===== src/rtl/digit_scan_driver.sv =====
// digit_scan_driver: time-multiplexed scan controller for a 4-digit seven-segment display.
// Produces a one-hot digit selector, the matching active-low anode drive with
// 16-level brightness PWM, and a frame pulse each time the scan wraps.
// Optional anti-ghosting blanking at the start of every slot is compiled in
// when the macro DIGIT_SCAN_BLANK_EN is defined.
module digit_scan_driver #(
    parameter int unsigned REFRESH_DIV  = 100000,
    parameter int unsigned BLANK_CYCLES = 1000
) (
    input  logic       clk,
    input  logic       reset,
    input  logic       enable,
    input  logic [3:0] digit_en,
    input  logic [3:0] brightness,
    output logic [3:0] selector,
    output logic [3:0] anode_n,
    output logic       frame_tick
);

    localparam int unsigned CNT_W = (REFRESH_DIV > 1) ? $clog2(REFRESH_DIV) : 1;
    localparam int unsigned LIM_W = CNT_W + 1;
    localparam int unsigned STEP  = REFRESH_DIV / 16;

    // Reject parameter sets that cannot produce a valid slot layout.
    if (REFRESH_DIV < 16 || (REFRESH_DIV % 16) != 0 || BLANK_CYCLES >= REFRESH_DIV) begin : g_bad_params
        $error("digit_scan_driver: invalid REFRESH_DIV/BLANK_CYCLES");
    end

    logic [CNT_W-1:0] slot_cnt_q, slot_cnt_d;
    logic [3:0]       selector_q, selector_d;
    logic [3:0]       anode_n_q,  anode_n_d;
    logic             frame_tick_q, frame_tick_d;

    logic [1:0]       cur_idx;
    logic [1:0]       next_idx;
    logic             next_found;
    logic             terminal;
    logic [LIM_W-1:0] on_limit;
    logic             on_window;

    // Locate the current digit and the next enabled digit, ascending with wrap.
    always_comb begin
        logic [1:0] cand;
        cur_idx    = 2'd0;
        next_idx   = 2'd0;
        next_found = 1'b0;
        cand       = 2'd0;
        case (selector_q)
            4'b0010: cur_idx = 2'd1;
            4'b0100: cur_idx = 2'd2;
            4'b1000: cur_idx = 2'd3;
            default: cur_idx = 2'd0;
        endcase
        next_idx = cur_idx;
        for (int k = 1; k <= 4; k++) begin
            cand = cur_idx + 2'(k);
            if (!next_found && digit_en[cand]) begin
                next_idx   = cand;
                next_found = 1'b1;
            end
        end
    end

    // Slot counter, selector advance and frame pulse.
    always_comb begin
        slot_cnt_d   = slot_cnt_q;
        selector_d   = selector_q;
        frame_tick_d = 1'b0;
        terminal     = (slot_cnt_q == CNT_W'(REFRESH_DIV - 1));
        if (!enable) begin
            slot_cnt_d = '0;
        end else if (terminal) begin
            slot_cnt_d = '0;
            // With an empty mask there is nothing to advance to: hold the digit.
            if (next_found) begin
                selector_d   = 4'b0001 << next_idx;
                frame_tick_d = (next_idx <= cur_idx);
            end
        end else begin
            slot_cnt_d = slot_cnt_q + CNT_W'(1);
        end
    end

    // Anode drive evaluated against the values the registers take this edge.
    always_comb begin
        on_limit = LIM_W'({1'b0, brightness} + 5'd1) * LIM_W'(STEP);
`ifdef DIGIT_SCAN_BLANK_EN
        on_window = ({1'b0, slot_cnt_d} < on_limit) && (slot_cnt_d >= CNT_W'(BLANK_CYCLES));
`else
        on_window = ({1'b0, slot_cnt_d} < on_limit);
`endif
        anode_n_d = ~(selector_d & digit_en & {4{enable & on_window}});
    end

    // State and output registers.
    always_ff @(posedge clk or posedge reset) begin
        if (reset) begin
            slot_cnt_q   <= '0;
            selector_q   <= 4'b0001;
            anode_n_q    <= 4'b1111;
            frame_tick_q <= 1'b0;
        end else begin
            slot_cnt_q   <= slot_cnt_d;
            selector_q   <= selector_d;
            anode_n_q    <= anode_n_d;
            frame_tick_q <= frame_tick_d;
        end
    end

    assign selector   = selector_q;
    assign anode_n    = anode_n_q;
    assign frame_tick = frame_tick_q;

endmodule


===== config.mk =====
export PLATFORM = sky130hd
export DESIGN_NAME = digit_scan_driver
export DESIGN_NICKNAME = d
export VERILOG_FILES = /design/src/rtl/digit_scan_driver.sv
export SDC_FILE = /design/constraint.sdc
export NUM_CORES = 1
export LEC_CHECK = 0
export ABC_AREA = 0
export CAP_MARGIN = 15
export CORE_MARGIN = 2
export CORE_UTILIZATION = 47
export DETAILED_ROUTE_END_ITERATION = 8
export PLACE_DENSITY = 0.68
export SLEW_MARGIN = 20
export SYNTH_ARGS = -nofsm -noshare
export SYNTH_HDL_FRONTEND = slang
export SYNTH_SLANG_ARGS = --single-unit

===== constraint.sdc =====
create_clock -name clk -period 3.9 [get_ports clk]
set_input_delay 0.78 -clock clk [delete_from_list [all_inputs] [get_ports clk]]
set_output_delay 0.78 -clock clk [all_outputs]
set_load 0.01 [all_outputs]

Word level (Yosys, flattened, before mapping) --
Cells that the tools add are included.
Word-level totals: register bits 26, bits of input ports 11, output and inout port bits 9, word-level logic and storage cells 56
Operators by class: add/sub/neg operators 5, $mul 1, $lt $le $gt $ge 6, equal/unequal tests 4, shift operators 1, mux-type cells 25, bitwise gates (word level) 4, reduce and logical (&&, ||, !) cells 6
Operators with widths (number):
- 17-bit 2-to-1 mux | 2
- 17-bit by 18-bit < comparator with 1-bit output | 1
- 17-bit by 1-bit adder with 17-bit output, second input constant | 1
- 17-bit == test, second input constant | 1
- 5-bit by 12-bit multiplier with 17-bit output, second input constant | 1
- 2-bit by 3-bit < comparator with 1-bit output, second input constant | 4
- 4-bit 2-to-1 mux | 3
- 1-bit 2-to-1 mux | 11
- 4-bit bitwise AND | 2
- 1-bit binary-select mux with 2-bit select | 4
- 2-bit 2-to-1 mux | 4
- 2-bit case mux with 3 select lines | 1
- 4-bit by 1-bit adder with 5-bit output, second input constant | 1
- 2-bit adder, second input constant | 2
- 4-bit by 2-bit == test with 1-bit output, second input constant | 1
- 4-bit by 3-bit == test with 1-bit output, second input constant | 1
- 4-bit == test, second input constant | 1
- 4-bit NOT | 1
- 1-bit by 2-bit left shift with 4-bit output, first input constant | 1
- 1-bit logical AND | 3
- 1-bit logical NOT | 3
- 2-bit by 1-bit adder with 2-bit output, second input constant | 1
- 2-bit less-or-equal comparator | 1
- 1-bit bitwise AND | 1

Longest topological paths before layout --
Gate-level depths: netlist of the first run.
word-level depth 22, mapped depth 21, depth with buffers taken out 21

Worst setup path before layout of the first run --
No wires, ideal clock.
path kind input-to-reg, start point input port brightness[0], end point register anode_n_q[1], in the netlist anode_n[1], library setup time 0.094 ns, arrival time 4.407 ns, data required time 3.806 ns, setup slack -0.601 ns, stages 19, path buffers 0, cell sequence ha_1 xor2_1 ha_1 xor2_1 ha_1 ha_1 ha_1 and3b_1 o22ai_1 o31ai_1 a21oi_1 nor2b_1 xnor2_1 ha_1 a21o_1 a21oi_1 o21ai_0 o2bb2ai_2 nand3_1
Between the ends: word-level cells in the longest chain between the ends 6
RTL lines:
- start, declared | line 14 | input logic [3:0] brightness,
- 4-bit by 1-bit adder with 5-bit output | line 86 | on_limit = LIM_W'({1'b0, brightness} + 5'd1) * LIM_W'(STEP);
- 5-bit by 12-bit multiplier with 17-bit output | line 86
- 17-bit by 18-bit < comparator with 1-bit output | line 90 | on_window = ({1'b0, slot_cnt_d} < on_limit);
- 1-bit bitwise AND | line 92 | anode_n_d = ~(selector_d & digit_en & {4{enable & on_window}});
- 4-bit bitwise AND | line 92
- 4-bit NOT | line 92
- net anode_n_d[1] | line 31 | logic [3:0] anode_n_q, anode_n_d;
- end signal, assigned | line 105 | anode_n_q <= anode_n_d;
- end, declared | line 31
The timed path passes the listed nets, and every way through them passes these cells.

Worst setup path after layout of the first run --
start point input port brightness[0], end point register anode_n_q[0], in the netlist anode_n[0]
The elaborated chain is that of the path after synthesis.

==> reports/metrics.sh, run 1 <==
CTS.REPORTEDPATHS.CLKPINSLEW_PS=90
END_KIND='register'
POST-ROUTE-PERIOD-UTIL_PCT=110
DETAILROUTE.VIA_COUNT=2594
CTS_HOLD_BUFS=0
NUMCTSBUFFERS=3
START_KIND='input port'
WORSTPATHREQUIRED_PS=4090
YOSYSMOSTFREQUENTCELL='ha_1'
PLACEMENT_SETUP_SLACK_PS=-1340
NETLIST_AREA_MM2=0.00278
YOSYSUNIQUECELLTYPES=54
HP-CLASS='register to register'
NETLIST_TOP_CELLS_AREA='ha_1 (22%), dfrtp_1 (19%), xor2_1 (5.0%)'
NUMBER_OF_ENABLE_TYPE_REGISTER_CELLS_IN_THE_SYNTHESIZED_NETLIST=0
ASYNC_RESET_FF_SHARE_PCT=100
GRT_ANTENNA_BEFORE_REPAIR=0
NETS=449
MAX-CAP-VIOLATIONS=0
DRT_FIRST_ITER_VIOLATIONS=193
SEQ_AREA_FRAC_SYNTH_PCT=23.6
OVERALL_GLOBAL_ROUTING_USAGE_PCT=21.8
ANTENNADIODECOUNT=0
ANT_NETS_AFTER_ROUTE=0
CLOCK-ROOT-BUFFER='clkbuf_8'
ROUTE.FINAL.WIRE_LENGTH_UM=6780
GRT_START_MAX_NET_PINS=27
LAYOUT_SETUP_WS_PS=-383
DRC_ERRORS=0
STDCELL_COUNT=460
MAX-SLEW-MARGIN-REL_PCT=39.2
SYNTH_FP_NETS=382
POSTLAYOUTCELLAREA_MM2=0.00373
GRT_FIRST_PASS_WIRELENGTH_UM=11500
MAXSLEWVIOLCOUNT=0
PORT_BUFFERS=19
SYNTH_TOP_AREA_SHARE_PCT=21.6
TIMING.FINAL.HOLD_VIOLATIONS=0
LAYOUT_CELLS_SIZED_ABOVE_1_PCT=25.8
GP_CONGESTION=0.893
STATUS='finished with violations'
TIGHTEST_SLEW_PS=906
GRT.OVERFLOW.TOTAL=0
HPWL_UM=5030
DIE-AREA_MM2=0.00654
CTS_BUFFER_DEPTH=2
CP_DATA_ARRIVAL_TIME_PS=4480
PLACEMENT_ROWS=27
TIMING.FINAL.CRIT_PERIOD_PS=4280
AREA.GROWTH.SYNTH_TO_FINAL_PCT=34.4
SYNTHFLOPTYPE='dfrtp_1'
WORST-SETUP-PATH-TYPE='input port to register'
SYNTH.TOP_CELLS.BY_COUNT='ha_1 (48), nor2_1 (27), inv_1 (26), dfrtp_1 (21), a21oi_1 (20)'
NUMBER_OF_FLIP_FLOPS_AND_LATCHES_IN_THE_SYNTHESIZED_NETLIST=26
POWER_DENSITY_mW_PER_MM2=275
INITIAL_CORE_UTIL_PCT=49.5
CTS_HTREE_LEVELS=1
IO_PINS=20
REPORT.FINAL.SETUP_VIOL=4
SETUP_TOTAL_NEGATIVE_SLACK_PS=-1530
CP_MAX_FO=4
DIE_H_UM=80.9
DETAIL_ROUTE.VIAS_PER_CELL=5.64
CTS_TREE='yes'
VIOLATIONS_IN_THE_FINAL_REPORTS='setup timing'
DRT-WIRELENGTH-PER-CELL_UM=14.7
CELL_TYPE_WITH_THE_HIGHEST_AGGREGATE_AREA_IN_THE_NETLIST='ha_1'
FIN_SKEW_PS=8.28
SYN-MEAN-INSTANCE-AREA_UM2=8.63
PEAK_SUPPLY_DROP_uV=221
VIA_COUNT_OF_THE_FIRST_GLOBAL_ROUTING_PASS=2552
CLK_LATENCY_WORST_SKEW_PAIR_PS=270
SYNTH.YOSYS.WARNINGS=0
FIRST_PASS_ITERS=4
CORE_AREA_MM2=0.00561
NETLIST_INSTANCES=322
POWER.STATIC_LEAKAGE_nW=1.74
CTS_SINKS=26
PLACED_AREA_MM2=0.00345
FMAX_MHz=233
DIE_W_UM=80.9
NUMPLACEDINSTANCES=453
RSZ0062_AT_GRT='true'
## per-layer routing
layer | vias up | global-route usage, % | share of wire, %
met2 | 61 | 35.8 | 48
li1 | 1303 | - | -
met3 | 10 | 4.11 | 4.2
met1 | 1220 | 30.9 | 47
met5 | - | 0 | 0
met4 | 0 | 2.20 | 0.96
## cells in the final DEF, fill, tap and decap left out, types with 6 or more instances in the layout
cell type / synthesis / layout
dfrtp_1: 21 / 21
clkdlybuf4s50_1: 0 / 15
or3_1: 6 / 6
ha_1: 48 / 39
buf_4: 0 / 49
nand2_1: 19 / 19
o21ai_0: 13 / 12
nand3_1: 15 / 12
a21oi_1: 20 / 17
a21o_1: 6 / 6
inv_1: 26 / 24
xor2_1: 16 / 15
xnor2_1: 14 / 12
nor2_1: 27 / 26
## final timing paths
| check | startpoint | endpoint | slack, ps | depth (start not counted) |
|---|---|---|---|---|
| setup / recovery | brightness[0] | anode_n[0] | -380 | 20 |
| hold / removal | slot_cnt_q[0] | slot_cnt_q[0] | 490 | 1 |
| setup reg to reg | slot_cnt_q[0] | anode_n[0] | 540 | 13 |
| hold reg to reg | slot_cnt_q[0] | slot_cnt_q[0] | 490 | 1 |
| max in group asynchronous | reset | slot_cnt_q[2] | 2570 | 2 |
| min in group asynchronous | reset | slot_cnt_q[16] | 890 | 2 |
## timing repair
action / CTS / global route
pin swaps: 27 / 24
gates resized for setup: 38 / 14
cloned: 0 / 0
setup buffers: 3 / 0
endpoints found under the setup margin: 4 / 4
## critical path: stages
cell and delay [ps]:
buf_12 110, ha_4 170, xor2_4 220, ha_4 170
xor2_1 150, ha_2 300, ha_4 220, ha_4 270
a21o_1 120, a21oi_2 60, o21bai_2 240, a21boi_4 110
o31ai_4 350, nor4bb_4 280, nor3_2 80, ha_2 320
a21oi_2 130, o21ai_1 90, o2bb2ai_2 190, nand3_1 100
## power by group
group,leakage (nW),switching (mW),internal [mW]
Combinational,1.36,0.261,0.271
Clock,0.0357,0.0818,0.137
Sequential,0.343,0.00258,0.272
Total,1.74,0.346,0.680
## cell families (layout without fill, tap and decap cells)
kind of cell             after synthesis  after routing  synth area share [%]
AO/OA/AOI/OAI                         71             71                  18.1
adder cells (fa/ha/maj)               49             49                  22.3
buffers and inverters                 34            100                  5.00
XOR/XNOR                              30             30                  9.46
other                                  1              1                 0.135
flip-flops                            26             26                  23.6
AND/OR/NAND/NOR                      111            111                  21.4
## sequential cells by signal (all words and copies together) (netlist names)
register and cells:
selector 4, slot_cnt_q 17, frame_tick 1, anode_n 4
## area by class of cell
type,count,area (µm²)
repair buffers,69,577
well taps,72,90.1
flip-flops and latches,26,657
clock buffers,3,41.3
clock inverters,1,30.0
inverters,27,101
multi-input cells,262,2240
fillers,460,1870
## metrics by stage
stage,power (mW),hold WS [ps],utilization (%)
floorplan,0.563,455,-
global placement,0.732,479,61.5
detailed placement,0.746,483,61.5
CTS,0.998,495,65.2
global route,1.10,536,66.6
finish,1.03,493,66.6
Note: power is estimated with default switching activity, not from simulation.
==> run 2: changes to the inputs <==
- CTS_CLUSTER_SIZE: not set -> 28
==> results of run 2 <==
Final layout, timing and power as in run 1 (identical DEF).
==> run 3: changes to the inputs <==
- CORE_UTILIZATION: 47 -> 60
- PLACE_DENSITY: 0.68 -> 0.83
==> run 3 against run 2 <==
  * The run still ends with setup timing left
  * Final area decreased by 1.7%
  * Fmax decreased by 1.6%
  * Clock skew decreased by 5.7 ps
  * Total power decreased by 2.3%
  * Die area decreased by 21%
  * Via count increased by 7.2%
==> reports/metrics.sh, run 3 (synthesized netlist as in run 1, its figures left out) <==
STATUS='finished with violations'
VIOLATIONS_IN_THE_FINAL_REPORTS='setup timing'
LAYOUT_COMMON_CELLS='buf_4 (46), ha_1 (40), nor2_1 (26)'
LARGEST_REGISTER='slot_cnt_q'
CTS.REPORTEDPATHS.CLKPINSLEW_PS=90  # about the same
FIRST_PASS_ITERS=6  # +2
PORT_BUFFERS=19  # unchanged
INITIAL_CORE_UTIL_PCT=62.9  # +13 points
PEAK_SUPPLY_DROP_uV=248  # +12%
POSTLAYOUTCELLAREA_MM2=0.00367  # -1.7%
DIE_H_UM=72.0  # -11%
WORST-SETUP-PATH-TYPE='input port to register'
NETS=448  # -0.22%
WORSTPATHREQUIRED_PS=4090  # about the same
DIE-AREA_MM2=0.00519  # -21%
GRT_START_MAX_NET_PINS=27  # unchanged
CP_MAX_FO=5  # +1
R2R_SLACK_PS=400  # -140 ps
PLACEMENT_ROWS=24  # -11%
MAXSLEWVIOLCOUNT=0  # unchanged
SETUP_TOTAL_NEGATIVE_SLACK_PS=-1770  # -243 ps
VIA_COUNT_OF_THE_FIRST_GLOBAL_ROUTING_PASS=2677  # +4.9%
CLK_LATENCY_WORST_SKEW_PAIR_PS=270  # about the same
CORE_AREA_MM2=0.00441  # -21%
CTS_HTREE_LEVELS=1  # unchanged
LAYOUT.CELLS.MOST_COMMON='buf_4'
IO_PINS=20  # unchanged
TIGHTEST_SLEW_PS=907  # +1.12 ps
LAYOUT_SETUP_WS_PS=-452  # -68.6 ps
POST-ROUTE-PERIOD-UTIL_PCT=112  # +1.8 points
PLACED_AREA_MM2=0.00341  # -1.2%
CLOCK-ROOT-BUFFER='clkbuf_8'
MAX-SLEW-MARGIN-REL_PCT=39.2  # -0.075 points
GRT.OVERFLOW.TOTAL=0  # unchanged
DRT_FIRST_ITER_VIOLATIONS=411  # +110%
RSZ0062_AT_GRT='true'
REPORT.FINAL.SETUP_VIOL=4  # unchanged
TIMING.FINAL.CRIT_PERIOD_PS=4350  # +68.6 ps
OVERALL_GLOBAL_ROUTING_USAGE_PCT=29.8  # +7.9 points
DETAILROUTE.VIA_COUNT=2782  # +7.2%
FIN_SKEW_PS=2.62  # -5.66 ps
GP_CONGESTION=0.911  # +2.1%
CTS_SINKS=26  # unchanged
DRC_ERRORS=0  # unchanged
LAYOUT_CELLS_SIZED_ABOVE_1_PCT=25.3  # -0.45 points
POWER.STATIC_LEAKAGE_nW=1.74  # -0.33%
GRT_ANTENNA_BEFORE_REPAIR=0  # unchanged
ANTENNADIODECOUNT=0  # unchanged
CP_DATA_ARRIVAL_TIME_PS=4540  # +60 ps
DIE_W_UM=72.0  # -11%
FMAX_MHz=230  # -1.6%
MAX-CAP-VIOLATIONS=0  # unchanged
CTS_HOLD_BUFS=0  # unchanged
DETAIL_ROUTE.VIAS_PER_CELL=6.34  # +12%
POWER_DENSITY_mW_PER_MM2=273  # -0.60%
END_KIND='register'
CTS_TREE='yes'
FINAL_UTIL_PCT=83.1  # +17 points
GRT_FIRST_PASS_WIRELENGTH_UM=12300  # +6.6%
ANT_NETS_AFTER_ROUTE=0  # unchanged
AREA.GROWTH.SYNTH_TO_FINAL_PCT=32.1
TIMING.FINAL.HOLD_VIOLATIONS=0  # unchanged
HPWL_UM=5480  # +9.0%
START_KIND='input port'
DRT-WIRELENGTH-PER-CELL_UM=17.9  # +21%
HP-CLASS='register to register'
NUMCTSBUFFERS=3  # unchanged
PLACEMENT_SETUP_SLACK_PS=-1310  # +29.8 ps
CTS_BUFFER_DEPTH=2  # unchanged
LARGEST_REG_FLOPS=17  # unchanged
ROUTE.FINAL.WIRE_LENGTH_UM=7860  # +16%
[run 3: through the flow]
step | instances | hold slack, ps | total power, mW
after floorplan | 322 | 455 | 0.563
after global placement | 431 | 480 | 0.722
after detailed placement | 431 | 504 | 0.745
after CTS | 437 | 517 | 0.937
after global routing | 439 | 546 | 1.06
final | 439 | 505 | 1.00
[run 3: critical path, stage by stage]
cell and delay, ps:
buf_8 110, buf_4 130, inv_1 110, ha_4 240
ha_1 190, inv_1 70, fa_1 460, inv_1 120
ha_1 180, a21o_1 140, a21oi_2 70, o21bai_2 190
a21boi_2 100, o31ai_2 320, nor4bb_2 290, nor3_1 90
ha_1 340, a21oi_1 190, o21ai_1 130, o2bb2ai_4 180
nand3_1 110
[run 3: power by group]
part / leakage (nW) / internal (mW) / switching [mW]
combinational: 1.37 / 0.275 / 0.275
sequential: 0.343 / 0.272 / 0.00267
clock: 0.0288 / 0.0904 / 0.0871
total: 1.74 / 0.638 / 0.364
[run 3: layout make-up]
class	instances	area [µm²]
multi-input combinational	262	2220
fill	252	744
sequential	26	657
timing repair buffer	68	576
inverter	27	101
tap	52	65.1
clock buffer	4	55.1
[run 3: layer usage]
layer | part of all wire (%) | GRT usage (%)
met4 | 1.8 | 4.40
met2 | 50 | 51.3
met1 | 41 | 41.1
met5 | 0 | 0
met3 | 7.0 | 3.61
[run 3: repair_timing]
action	in CTS	in global routing
pin swaps	20	23
buffers inserted	2	2
gates cloned	0	0
endpoints found under the setup margin	4	4
resized for setup	33	17
[run 3: worst paths after layout]
path | startpoint | to | cells past startpoint
hold / removal | slot_cnt_q[0] | slot_cnt_q[0] | 1
hold reg to reg | slot_cnt_q[0] | slot_cnt_q[0] | 1
min in group asynchronous | reset | slot_cnt_q[0] | 2
setup / recovery | brightness[0] | anode_n[3] | 21
max in group asynchronous | reset | selector[1] | 2
setup reg to reg | slot_cnt_q[0] | anode_n[3] | 13
